<file path="config.mk">
export PLATFORM = sky130hd
export DESIGN_NAME = uart_tx
export DESIGN_NICKNAME = d
export VERILOG_FILES = /design/src/rtl/uart_tx_pkg.sv /design/src/rtl/uart_bit_timer.sv /design/src/rtl/uart_tx.sv
export SDC_FILE = /design/constraint.sdc
export NUM_CORES = 1
export LEC_CHECK = 0
export CELL_PAD_IN_SITES_DETAIL_PLACEMENT = 2
export CELL_PAD_IN_SITES_GLOBAL_PLACEMENT = 2
export CORE_MARGIN = 2
export CORE_UTILIZATION = 40
export CTS_BUF_LIST = sky130_fd_sc_hd__clkbuf_8
export CTS_CLUSTER_DIAMETER = 50
export CTS_CLUSTER_SIZE = 28
export DETAILED_ROUTE_END_ITERATION = 10
export DONT_BUFFER_PORTS = 1
export GPL_TIMING_DRIVEN = 0
export PLACE_DENSITY = 0.85
export SYNTH_ARGS = -nofsm -noshare
export SYNTH_HDL_FRONTEND = slang
export SYNTH_HIERARCHICAL = 1
export SYNTH_SLANG_ARGS = --single-unit
</file>
<file path="constraint.sdc">
create_clock -name clk -period 2.5 [get_ports clk]
set_input_delay 0.125 -clock clk [delete_from_list [all_inputs] [get_ports clk]]
set_output_delay 0.125 -clock clk [all_outputs]
set_load 0.005 [all_outputs]
</file>
<file path="src/rtl/uart_tx_pkg.sv">
// Shared definitions for the UART transmitter: state codes, widths and default bit time.
// The receiver uses the same state codes and default CLKS_PER_BIT.
package uart_tx_pkg;

  localparam int DATA_W           = 8;
  localparam int TICK_W           = 8;
  localparam int CLKS_PER_BIT_DEF = 40;

  localparam logic [2:0] ST_IDLE  = 3'd0;
  localparam logic [2:0] ST_START = 3'd1;
  localparam logic [2:0] ST_DATA  = 3'd2;
  localparam logic [2:0] ST_STOP  = 3'd3;

  typedef logic [DATA_W-1:0] data_t;

endpackage

</file>
<file path="src/rtl/uart_bit_timer.sv">
// Bit-time tick counter: counts 0..CLKS_PER_BIT-1 and flags the last cycle of each bit.
// Held at zero while clr_i is high so every bit period starts from a clean count.
module uart_bit_timer
  import uart_tx_pkg::*;
#(
  parameter int CLKS_PER_BIT = CLKS_PER_BIT_DEF
) (
  input  logic clk,
  input  logic rst,
  input  logic clr_i,
  output logic tc_o
);

  localparam logic [TICK_W-1:0] LAST_TICK = TICK_W'(CLKS_PER_BIT - 1);

  logic [TICK_W-1:0] tick_cnt_q, tick_cnt_d;

  assign tc_o = (tick_cnt_q == LAST_TICK);

  always_comb begin
    tick_cnt_d = tick_cnt_q + 1'b1;
    if (clr_i || tc_o) tick_cnt_d = '0;
  end

  always_ff @(posedge clk) begin
    if (rst) tick_cnt_q <= '0;
    else     tick_cnt_q <= tick_cnt_d;
  end

endmodule

</file>
<file path="src/rtl/uart_tx.sv">
// 8N1 UART transmitter, LSB first, one bit every CLKS_PER_BIT clocks on an idle-high line.
// state | meaning: IDLE line high, wait tx_start | START start bit | DATA 8 data bits | STOP stop bit
module uart_tx
  import uart_tx_pkg::*;
#(
  parameter int CLKS_PER_BIT = CLKS_PER_BIT_DEF
) (
  input  logic              clk,
  input  logic              rst,
  input  logic              tx_start,
  input  logic [DATA_W-1:0] din,
  output logic              Tx,
  output logic              tx_busy,
  output logic              tx_done_tick
);

  logic [2:0] state_q, state_d;
  data_t      shift_q, shift_d;
  logic [2:0] bit_idx_q, bit_idx_d;
  logic       tx_q, tx_d;
  logic       done_q, done_d;
  logic       bit_tc;

  uart_bit_timer #(
    .CLKS_PER_BIT(CLKS_PER_BIT)
  ) u_bit_timer (
    .clk  (clk),
    .rst  (rst),
    .clr_i(state_q == ST_IDLE),
    .tc_o (bit_tc)
  );

  // The shift register is consumed from bit 0, so each bit time shifts it right once.
  always_comb begin
    state_d   = state_q;
    shift_d   = shift_q;
    bit_idx_d = bit_idx_q;
    tx_d      = tx_q;
    done_d    = 1'b0;
    case (state_q)
      ST_IDLE: begin
        tx_d      = 1'b1;
        bit_idx_d = '0;
        if (tx_start) begin
          shift_d = din;
          tx_d    = 1'b0;
          state_d = ST_START;
        end
      end
      ST_START: begin
        if (bit_tc) begin
          tx_d    = shift_q[0];
          shift_d = shift_q >> 1;
          state_d = ST_DATA;
        end
      end
      ST_DATA: begin
        if (bit_tc) begin
          if (bit_idx_q != 3'd7) begin
            bit_idx_d = bit_idx_q + 3'd1;
            tx_d      = shift_q[0];
            shift_d   = shift_q >> 1;
          end else begin
            bit_idx_d = '0;
            tx_d      = 1'b1;
            state_d   = ST_STOP;
          end
        end
      end
      ST_STOP: begin
        if (bit_tc) begin
          done_d  = 1'b1;
          state_d = ST_IDLE;
        end
      end
      default: begin
        tx_d    = 1'b1;
        state_d = ST_IDLE;
      end
    endcase
  end

  always_ff @(posedge clk) begin
    if (rst) begin
      state_q   <= ST_IDLE;
      shift_q   <= '0;
      bit_idx_q <= '0;
      tx_q      <= 1'b1;
      done_q    <= 1'b0;
    end else begin
      state_q   <= state_d;
      shift_q   <= shift_d;
      bit_idx_q <= bit_idx_d;
      tx_q      <= tx_d;
      done_q    <= done_d;
    end
  end

  assign Tx           = tx_q;
  assign tx_busy      = (state_q != ST_IDLE);
  assign tx_done_tick = done_q;

endmodule
</file>
==> key figures, run 1 <==
Status
  • Status: finished, final reports clean

Critical path
  • Crit path largest cell delay: slightly above 500 ps
  • Startpoint types: register
  • Cells along the critical path: ha_1 -> nand2_1 -> nor3_2 -> o21bai_4 -> buf_6 -> nand4_1 -> nor3b_1
  • CP Capture Type: register
  • Slowest-stage cell, CP: nor3_2
  • Setup CP Type: reg2reg
  • Delay-heaviest family, CP: simple AND/OR/NAND/NOR gates
  • Data required, critical path: about 2600 ps
  • Critical Path Fanout Max: 10
  • CP startpoint: u_bit_timer/tick_cnt_q[0]
  • WP buf/inv: 1
  • Critical path arrival: 2250 ps
  • FF-to-FF Start: u_bit_timer/tick_cnt_q[0]

Floorplan
  • Die Y-Extent: 60.2 um
  • Core ar.: 0.00303 mm2
  • Initial Util: 0.417
  • I/O Pins: 14
  • Die ar.: between 0.003 and 0.004 mm2
  • # rows: 20
  • Chip Width: 60.2 um

Power
  • Internal power: between 800 and 900 uW
  • Clock share of power: 0.154
  • Comb pwr share: 0.511
  • Worst IR drop on VDD: roughly 0.40 mV
  • Switch share: 0.405
  • Sw Pwr: 608 uW
  • Static Leak: 0.510 nW
  • PD cells: between 1000 and 1500 mW/mm2
  • Sequential share of power: 0.335

Yosys
  • Synthesized area: 0.00126 mm2
  • Top-area cell type share of the netlist area: 0.364
  • Post-synth net total: 154
  • Async S/R FF share, synth: 0
  • FF+latch count, synth: 23
  • Mapped Cells: 134
  • EDFF count, synth: 0
  • Top area cells in the synthesized netlist: dfxtp_1 (36%), ha_1 (8.9%), mux2i_1 (7.9%), nor3b_1 (4.8%), nor2_1 (4.2%)
  • Distinct cells, synth: 33
  • Yosys top cell by area: dfxtp_1
  • Number of warning messages in the yosys log: 6
  • Main synth FF type: dfxtp_1
  • Syn_area_per_cell: 9.43 um2
  • Seq/Total Area, Yosys: 0.364

Placed design
  • Routability cong.: 0.711
  • Detailed placement HPWL: ~2.4 mm
  • Port bufs: 0
  • Placed Area: 0.00132 mm2

Cells and area
  • Commonest cells after routing, fill and taps aside: dfxtp_1 (23), nor2_1 (14), mux2i_1 (10), ha_1 (9)
  • Synth-to-Final Area Change: 9.11%
  • Design Area, Final: 0.00138 mm2
  • Fin util: 0.455
  • Nets: 160
  • Share of cells above drive strength 1: 0.108
  • Commonest non-fill, non-tap cell in the layout: dfxtp_1
  • Antenna cells: 0

Timing
  • Slew HR: 0.640
  • Final setup fails: 0
  • WHS: 72.7 ps
  • Worst Tran Pin Value: 538 ps
  • Worst Skew: 1.04 ps
  • Hold Violations, Final: 0
  • Fin crit share: 0.847
  • Slew Viols, Final: 0
  • Fmax: 472 MHz
  • Setup tns final: 0 ps
  • Unrepaired setup endpoints after global routing: no
  • Period minus WS final: 2120 ps

CTS
  • CTS H-tree lvls: 1
  • Setup Buffers After CTS: 0
  • CTS sink count: 23
  • CTS tree: built
  • CTS Buf Count: 3
  • Max Buffers Root-to-Sink: 2
  • Clk pin slew, worst setup/hold paths: approximately 80 ps
  • CTS root buf: clkbuf_8
  • Clk Latency, worst-skew pair: 260 ps

Detailed routing
  • Total Wirelength: approximately 3.2 mm
  • Residual DRC: 0
  • Wirelength per Cell: roughly 18 um
  • Vias: 1018
  • Iter 0 DRT Violations: 48
  • Detailed-route vias per instance: 5.56
  • DRT Pass-1 Iters: 3
  • Routed Antenna Nets: 0

Global routing
  • Global-route wire length before repair: about 5.3 mm
  • Vias in the first global route: 1107
  • GRT Overall Usage: 0.201
  • Largest net degree at the start of global routing: 13
  • GRT Residual Overflow: 0
  • Initial antenna violation count: 0

Min path
  • HP Start: rst
  • Hold crit path type: in2reg

Flow run
  • Max-capacitance violation count: 0
kinds of logic (layout without fill, tap and decap cells):
| kind of cell | count (synthesis) | in the layout | synth area share |
|---|---|---|---|
| buffers and inverters | 14 | 19 | 0.0644 |
| XOR/XNOR | 4 | 4 | 0.0277 |
| AND/OR/NAND/NOR | 50 | 50 | 0.216 |
| multiplexers | 10 | 10 | 0.0792 |
| flip-flops | 23 | 23 | 0.364 |
| adder cells (fa/ha/maj) | 9 | 9 | 0.0891 |
| AO/OA/AOI/OAI | 24 | 24 | 0.159 |
state kept, by name, indices dropped and copies added, names as in the netlist:
register and count:
Tx 1, bit_idx_q 3, shift_q 8, state_q 2, tx_done_tick 1, u_bit_timer/tick_cnt_q 8
power by group through the flow:
stage	Clock [mW]	Combinational (mW)	Sequential, mW
finish	0.230	0.766	0.503
global route	0.259	0.858	0.510
CTS	0.233	0.777	0.504
detailed placement	0	0.772	0.513
global placement	0	0.714	0.503
floorplan	0	0.608	0.494
through the flow:
stage                     worst slack [ps]  cells  power (mW)
after floorplan                        571    134        1.10
after global placement                 227    178        1.22
after detailed placement              47.1    178        1.28
after CTS                             34.1    183        1.51
after global routing                   153    183        1.63
final                                  382    183        1.50
layer usage:
layer | GRT usage | wire length [um] | vias to the layer above
met3 | 0.0346 | 76 | 7
met1 | 0.227 | 1370 | 503
met5 | 0 | 0 | -
li1 | - | - | 497
met4 | 0.0794 | 57 | 0
met2 | 0.370 | 1710 | 11
worst paths after layout:
path,end,slack [ps],cells past startpoint
worst max-delay path,shift_q[6],380,7
worst min-delay path,u_bit_timer/tick_cnt_q[6],70,2
worst max register to register,shift_q[6],380,7
worst min register to register,u_bit_timer/tick_cnt_q[0],490,1
Yosys cell counts (2+ instances only):
cell / instances
ha_1: 9
nor3b_1: 8
buf_6: 3
a32oi_1: 3
a31oi_1: 7
or3_1: 2
nand4_1: 8
xor2_1: 3
dfxtp_1: 23
mux2i_1: 10
o21ai_0: 3
nor2_1: 14
nor3_1: 2
nand2_1: 5
clkbuf_1: 2
buf_2: 2
inv_1: 6
nand3_1: 4
nand2b_1: 5
a21oi_1: 2
final cells by class:
class	instances	area [um2]
sequential	23	460
buffer	8	58.8
fill	351	1650
tap	44	55.1
multi-input combinational	97	727
clock buffer	3	41.3
clock inverter	1	3.75
inverter	6	22.5
timing repair buffer	1	10.0
timing repair:
| action | CTS | global route |
|---|---|---|
| resized for setup | 0 | 1 |
| hold buffers | 1 | 0 |
| endpoints found under the setup margin | 0 | 10 |
| endpoints found under the hold margin | 1 | 0 |
(Power assumes the default switching activity.)
==> run 2, diff against run 1 <==
- clock period: 2.5 -> 2.1 ns (I/O delays scaled with it)
==> run 2 against run 1 <==
Routed wire length barely moved. Sequential share of layout area shrank 0.51 points. Non-clock buffer count rose by 2. Final cell count grew 1.1%. Worst hold slack got worse by 23 ps. Via count up 1.4%. Count of clock-buffer cells in the layout unchanged. Combinational power up 19%. Fmax is 15% higher. Final area up 1.5%. Largest power group unchanged.
==> key figures, run 2 (synthesis gave the netlist of run 1 again) <==
Status
  • Status: finished, final reports clean

Floorplan
  • I/O Pins: 14
  • Die Y-Extent: ~60 um
  • Initial Util: 0.417
  • # rows: 20
  • Core ar.: approximately 0.0030 mm2
  • Chip Width: approximately 60 um
  • Die ar.: 0.00362 mm2

Cells and area
  • Commonest cells after routing, fill and taps aside: dfxtp_1 (23), nor2_1 (14), mux2i_1 (10), ha_1 (9)
  • Antenna cells: 0
  • Largest regs: shift_q x8, u_bit_timer/tick_cnt_q x8, bit_idx_q x3
  • Synth-to-Final Area Change: 10.8%
  • Fin util: 0.462
  • Nets: around 160
  • Fin cells: between 150 and 200
  • Commonest non-fill, non-tap cell in the layout: dfxtp_1
  • Design Area, Final: 0.00140 mm2
  • Share of cells above drive strength 1: 0.121
  • Filler cell count: 345

Global routing
  • Initial antenna violation count: 0
  • Largest net degree at the start of global routing: 13
  • GRT Overall Usage: 0.204
  • Global-route wire length before repair: 5.35 mm
  • Vias in the first global route: 1110
  • GRT Residual Overflow: 0

CTS
  • CTS H-tree lvls: 1
  • CTS Buf Count: 3
  • CTS tree: built
  • CTS root buf: clkbuf_8
  • Max Buffers Root-to-Sink: 2
  • Clk Latency, worst-skew pair: 270 ps
  • Clk pin slew, worst setup/hold paths: 80 ps
  • CTS sink count: 23

Timing
  • Fmax: 543 MHz
  • Worst Skew: 1.34 ps
  • Final setup fails: 0
  • Hold Violations, Final: 0
  • Fin crit share: 0.878
  • Slew Viols, Final: 0
  • Setup ws final: 257 ps
  • Setup tns final: 0 ps
  • Period minus WS final: 1840 ps
  • Slew HR: 0.657
  • Unrepaired setup endpoints after global routing: no
  • Worst Tran Pin Value: roughly 510 ps
  • WHS: 49.6 ps

Critical path
  • Setup CP Type: reg2reg
  • Critical path arrival: 1980 ps
  • CP Capture Type: register
  • Startpoint types: register
  • Critical Path Fanout Max: 10
  • Data required, critical path: 2240 ps

Detailed routing
  • DRT Pass-1 Iters: 4
  • Wirelength per Cell: 17.3 um
  • Iter 0 DRT Violations: 46
  • Routed Antenna Nets: 0
  • Total Wirelength: around 3.2 mm
  • Residual DRC: 0
  • Detailed-route vias per instance: 5.58
  • Vias: around 1000

Min path
  • Hold crit path type: in2reg

Placed design
  • Post-place setup slack: -353 ps
  • Routability cong.: 0.711
  • Placed insts: 178
  • Detailed placement HPWL: 2.43 mm
  • Port bufs: 0
  • Placed Area: 0.00132 mm2

Power
  • PD cells: 1280 mW/mm2
  • Tot Pwr: approximately 1.8 mW
  • Worst IR drop on VDD: about 0.44 mV
  • Static Leak: 0.521 nW

Flow run
  • Max-capacitance violation count: 0
## run 2: power breakdown
group / switching (mW) / internal [mW]
Clock: 0.144 / 0.131
Combinational: 0.514 / 0.401
Sequential: 0.0675 / 0.531
Total: 0.726 / 1.06
## run 2: area by class of cell
type                            instances  area (um2)  area share
Buffer                                  8        58.8      0.0420
Clock buffer                            3        41.3      0.0295
Clock inverter                          1        3.75     0.00268
Inverter                                6        22.5      0.0161
Multi-Input combinational cell         97         733       0.524
Sequential cell                        23         460       0.329
Tap cell                               44        55.1      0.0393
Timing Repair Buffer                    3        25.0      0.0179
## run 2: worst max-delay path, stage by stage (launching register included)
cell	delay, ps
dfxtp_1	380
ha_1	220
nand2_1	170
nor3_4	280
o21bai_4	220
buf_6	180
nand4_1	100
nor3b_1	160
## run 2: what timing repair did
action	in CTS	in global routing
gates resized for setup	2	0
setup endpoints to repair	14	8
hold endpoints to repair	1	0
hold buffers	1	0
pin swaps	0	1
buffers inserted	0	2
## run 2: worst paths after layout
check	from	end	slack (ps)	depth (start not counted)
max	u_bit_timer/tick_cnt_q[0]	shift_q[6]	260	7
min	rst	u_bit_timer/tick_cnt_q[6]	50	2
min reg2reg	u_bit_timer/tick_cnt_q[0]	u_bit_timer/tick_cnt_q[0]	490	1
max reg2reg	u_bit_timer/tick_cnt_q[0]	shift_q[6]	260	7
## run 2: layer usage
metal / vias up / global-route usage / share of wire
met5: - / 0 / 0
met4: 0 / 0.0794 / 0.019
met3: 7 / 0.0346 / 0.028
met2: 15 / 0.371 / 0.53
met1: 508 / 0.233 / 0.43
li1: 502 / - / -
==> run 3, diff against run 2 <==
- BUFFER_PORTS_ARGS: not set -> -buffer_cell sky130_fd_sc_hd__buf_2
- CELL_PAD_IN_SITES_DETAIL_PLACEMENT: 2 -> 0
- CELL_PAD_IN_SITES_GLOBAL_PLACEMENT: 2 -> 1
- CORE_MARGIN: 2 -> 1
- DONT_BUFFER_PORTS: 1 -> not set
- PLACE_DENSITY: 0.85 -> 0.78
==> run 3 against run 2 <==
Count of clock-buffer cells in the layout unchanged. Sequential power down 1%. Clock skew up 5.0 ps. Critical path depth unchanged. Final area up 2.9%. Setup slack worse by 93 ps. Via count up 0.58%. Routed wire length down 25%. First-iteration DRC count up 26%. Worst hold slack better by 37 ps. Sequential share of layout area down 0.91 points. Critical path type unchanged. Largest power group unchanged.
==> key figures, run 3 (synthesis gave the netlist of run 1 again) <==
Min path
  • Worst Hold End: shift_q[7]
  • Hold crit path type: in2reg
  • Hold depth: 3
  • HP Start: din[7]

Cells and area
  • Filler cell count: 308
  • Multi-input combinational cell area: roughly 730 um2
  • Commonest non-fill, non-tap cell in the layout: dfxtp_1
  • FF+latch area: 460 um2
  • Commonest cells after routing, fill and taps aside: dfxtp_1 (23), buf_2 (15), nor2_1 (14), mux2i_1 (10), ha_1 (9)
  • Fin cells: between 150 and 200
  • Share of cells above drive strength 1: 0.185
  • Antenna cells: 0
  • Nets: roughly 170
  • Largest regs: shift_q x8, u_bit_timer/tick_cnt_q x8, bit_idx_q x3
  • Synth-to-Final Area Change: 14.0%

Detailed routing
  • Routed Antenna Nets: 0
  • Vias: 1038
  • Detailed-route vias per instance: 5.32
  • Iter 0 DRT Violations: 58
  • Residual DRC: 0
  • DRT Pass-1 Iters: 4
  • Wirelength per Cell: 12.4 um
  • Total Wirelength: between 2 and 2.5 mm

Floorplan
  • Initial Util: 0.417
  • Core ar.: approximately 0.0030 mm2
  • Die Y-Extent: just under 60 um
  • I/O Pins: 14
  • Die ar.: 0.00339 mm2
  • Chip Width: around 58 um
  • # rows: 20

Power
  • PD cells: 1210 mW/mm2
  • Worst IR drop on VDD: between 0.5 and 0.6 mV
  • Tot Pwr: roughly 1.7 mW
  • Static Leak: between 0.5 and 0.6 nW

Critical path
  • Setup CP Type: reg2reg
  • Critical Path Fanout Max: 10
  • Critical R2R Capture: shift_q[0]
  • Critical path arrival: roughly 2100 ps
  • Startpoint types: register
  • Data required, critical path: 2280 ps
  • R2R depth: 7
  • Delay-heaviest family, CP: simple AND/OR/NAND/NOR gates
  • CP Capture Type: register
  • WP buf/inv: 1
  • Slowest-stage cell, CP: nor3_4
  • Crit path largest cell delay: 390 ps
  • FF-to-FF Start: u_bit_timer/tick_cnt_q[0]
  • Reg2reg setup slack: about 160 ps
  • Cells along the critical path: ha_1 -> nand2_1 -> nor3_4 -> o21bai_4 -> buf_6 -> a31oi_1 -> nor3b_1

Timing
  • Setup tns final: 0 ps
  • Final setup fails: 0
  • Fmax: 516 MHz
  • Slew HR: 0.668
  • Fin crit share: 0.922
  • Hold Violations, Final: 0
  • Unrepaired setup endpoints after global routing: no
  • Slew Viols, Final: 0
  • Worst Tran Pin Value: 498 ps
  • Period minus WS final: 1940 ps
  • Worst Skew: between 6 and 7 ps

Placed design
  • Placed insts: between 150 and 200
  • Port bufs: 13
  • Routability cong.: between 0.7 and 0.8
  • Detailed placement HPWL: 1.81 mm

CTS
  • CTS root buf: clkbuf_8
  • Clk pin slew, worst setup/hold paths: 80 ps
  • CTS H-tree lvls: 1
  • CTS tree: built
  • Hold buffers post-CTS: 0
  • CTS sink count: 23
  • CTS Buf Count: 3
  • Clk Latency, worst-skew pair: about 260 ps
  • Max Buffers Root-to-Sink: 2

Global routing
  • Global-route wire length before repair: 4.15 mm
  • Initial antenna violation count: 0
  • Largest net degree at the start of global routing: 13
  • GRT Residual Overflow: 0
  • GRT Overall Usage: 0.158
  • Vias in the first global route: between 900 and 1000

Status
  • Status: finished, final reports clean

Flow run
  • Max-capacitance violation count: 0
run 3: cell count changes in the layout (fill, tap and decap cells not counted):
| cell | previous run | this run |
|---|---|---|
| buf_2 | 2 | 15 |
| dlygate4sd3_1 | 1 | 0 |
| buf_4 | 3 | 1 |
run 3: timing repair:
item                       4_1_cts  5_1_grt
hold endpoints to repair         0        0
setup endpoints to repair       13        8
resized for setup                1        1
setup buffers                    0        0
run 3: layer usage:
| metal | vias up | track usage | wire length, um |
|---|---|---|---|
| li1 | 522 | - | - |
| met1 | 492 | 0.217 | 1200 |
| met2 | 20 | 0.253 | 1100 |
| met3 | 4 | 0.0268 | 85 |
| met4 | 0 | 0.0510 | 21 |
| met5 | - | 0 | 0 |
run 3: layout make-up:
type                            count  share of cell area
Multi-Input combinational cell     97               0.509
Sequential cell                    23               0.320
Timing Repair Buffer               13              0.0452
Buffer                              8              0.0408
Tap cell                           44              0.0382
Clock buffer                        3              0.0287
Inverter                            6              0.0156
Clock inverter                      1             0.00261
run 3: how the worst max path moves through the flow:
stage / startpoint / endpoint / slack [ps] / cells after the start
after floorplan: u_bit_timer/tick_cnt_q[3] / shift_q[4] / 170 / 6
after global placement: u_bit_timer/tick_cnt_q[0] / shift_q[5] / -180 / 7
after detailed placement: u_bit_timer/tick_cnt_q[0] / shift_q[1] / -200 / 7
after CTS: u_bit_timer/tick_cnt_q[0] / shift_q[1] / 50 / 7
after global routing: u_bit_timer/tick_cnt_q[0] / shift_q[1] / 20 / 7
final: u_bit_timer/tick_cnt_q[0] / shift_q[0] / 160 / 7
run 3: worst reg2reg max path, stage by stage (launching register included):
cell      delay [ps]
dfxtp_1          380
ha_1             220
nand2_1          170
nor3_4           390
o21bai_4         250
buf_6            180
a31oi_1           80
nor3b_1          210
run 3: metrics by stage:
step	utilization	hold slack, ps	setup WS [ps]	instance area [um2]
6_report	0.476	86.5	164	1440
5_1_grt	0.476	97.0	21.3	1440
4_1_cts	0.474	88.6	51.7	1430
3_5_place_dp	0.457	372	-200	1380
3_3_place_gp	0.457	352	-177	1380
2_1_floorplan	-	244	171	1260
run 3: where the power goes:
| part | switching (mW) | internal [mW] | leakage, nW |
|---|---|---|---|
| logic | 0.469 | 0.418 | 0.344 |
| clock network | 0.141 | 0.131 | 0.0269 |
| registers | 0.0594 | 0.530 | 0.188 |
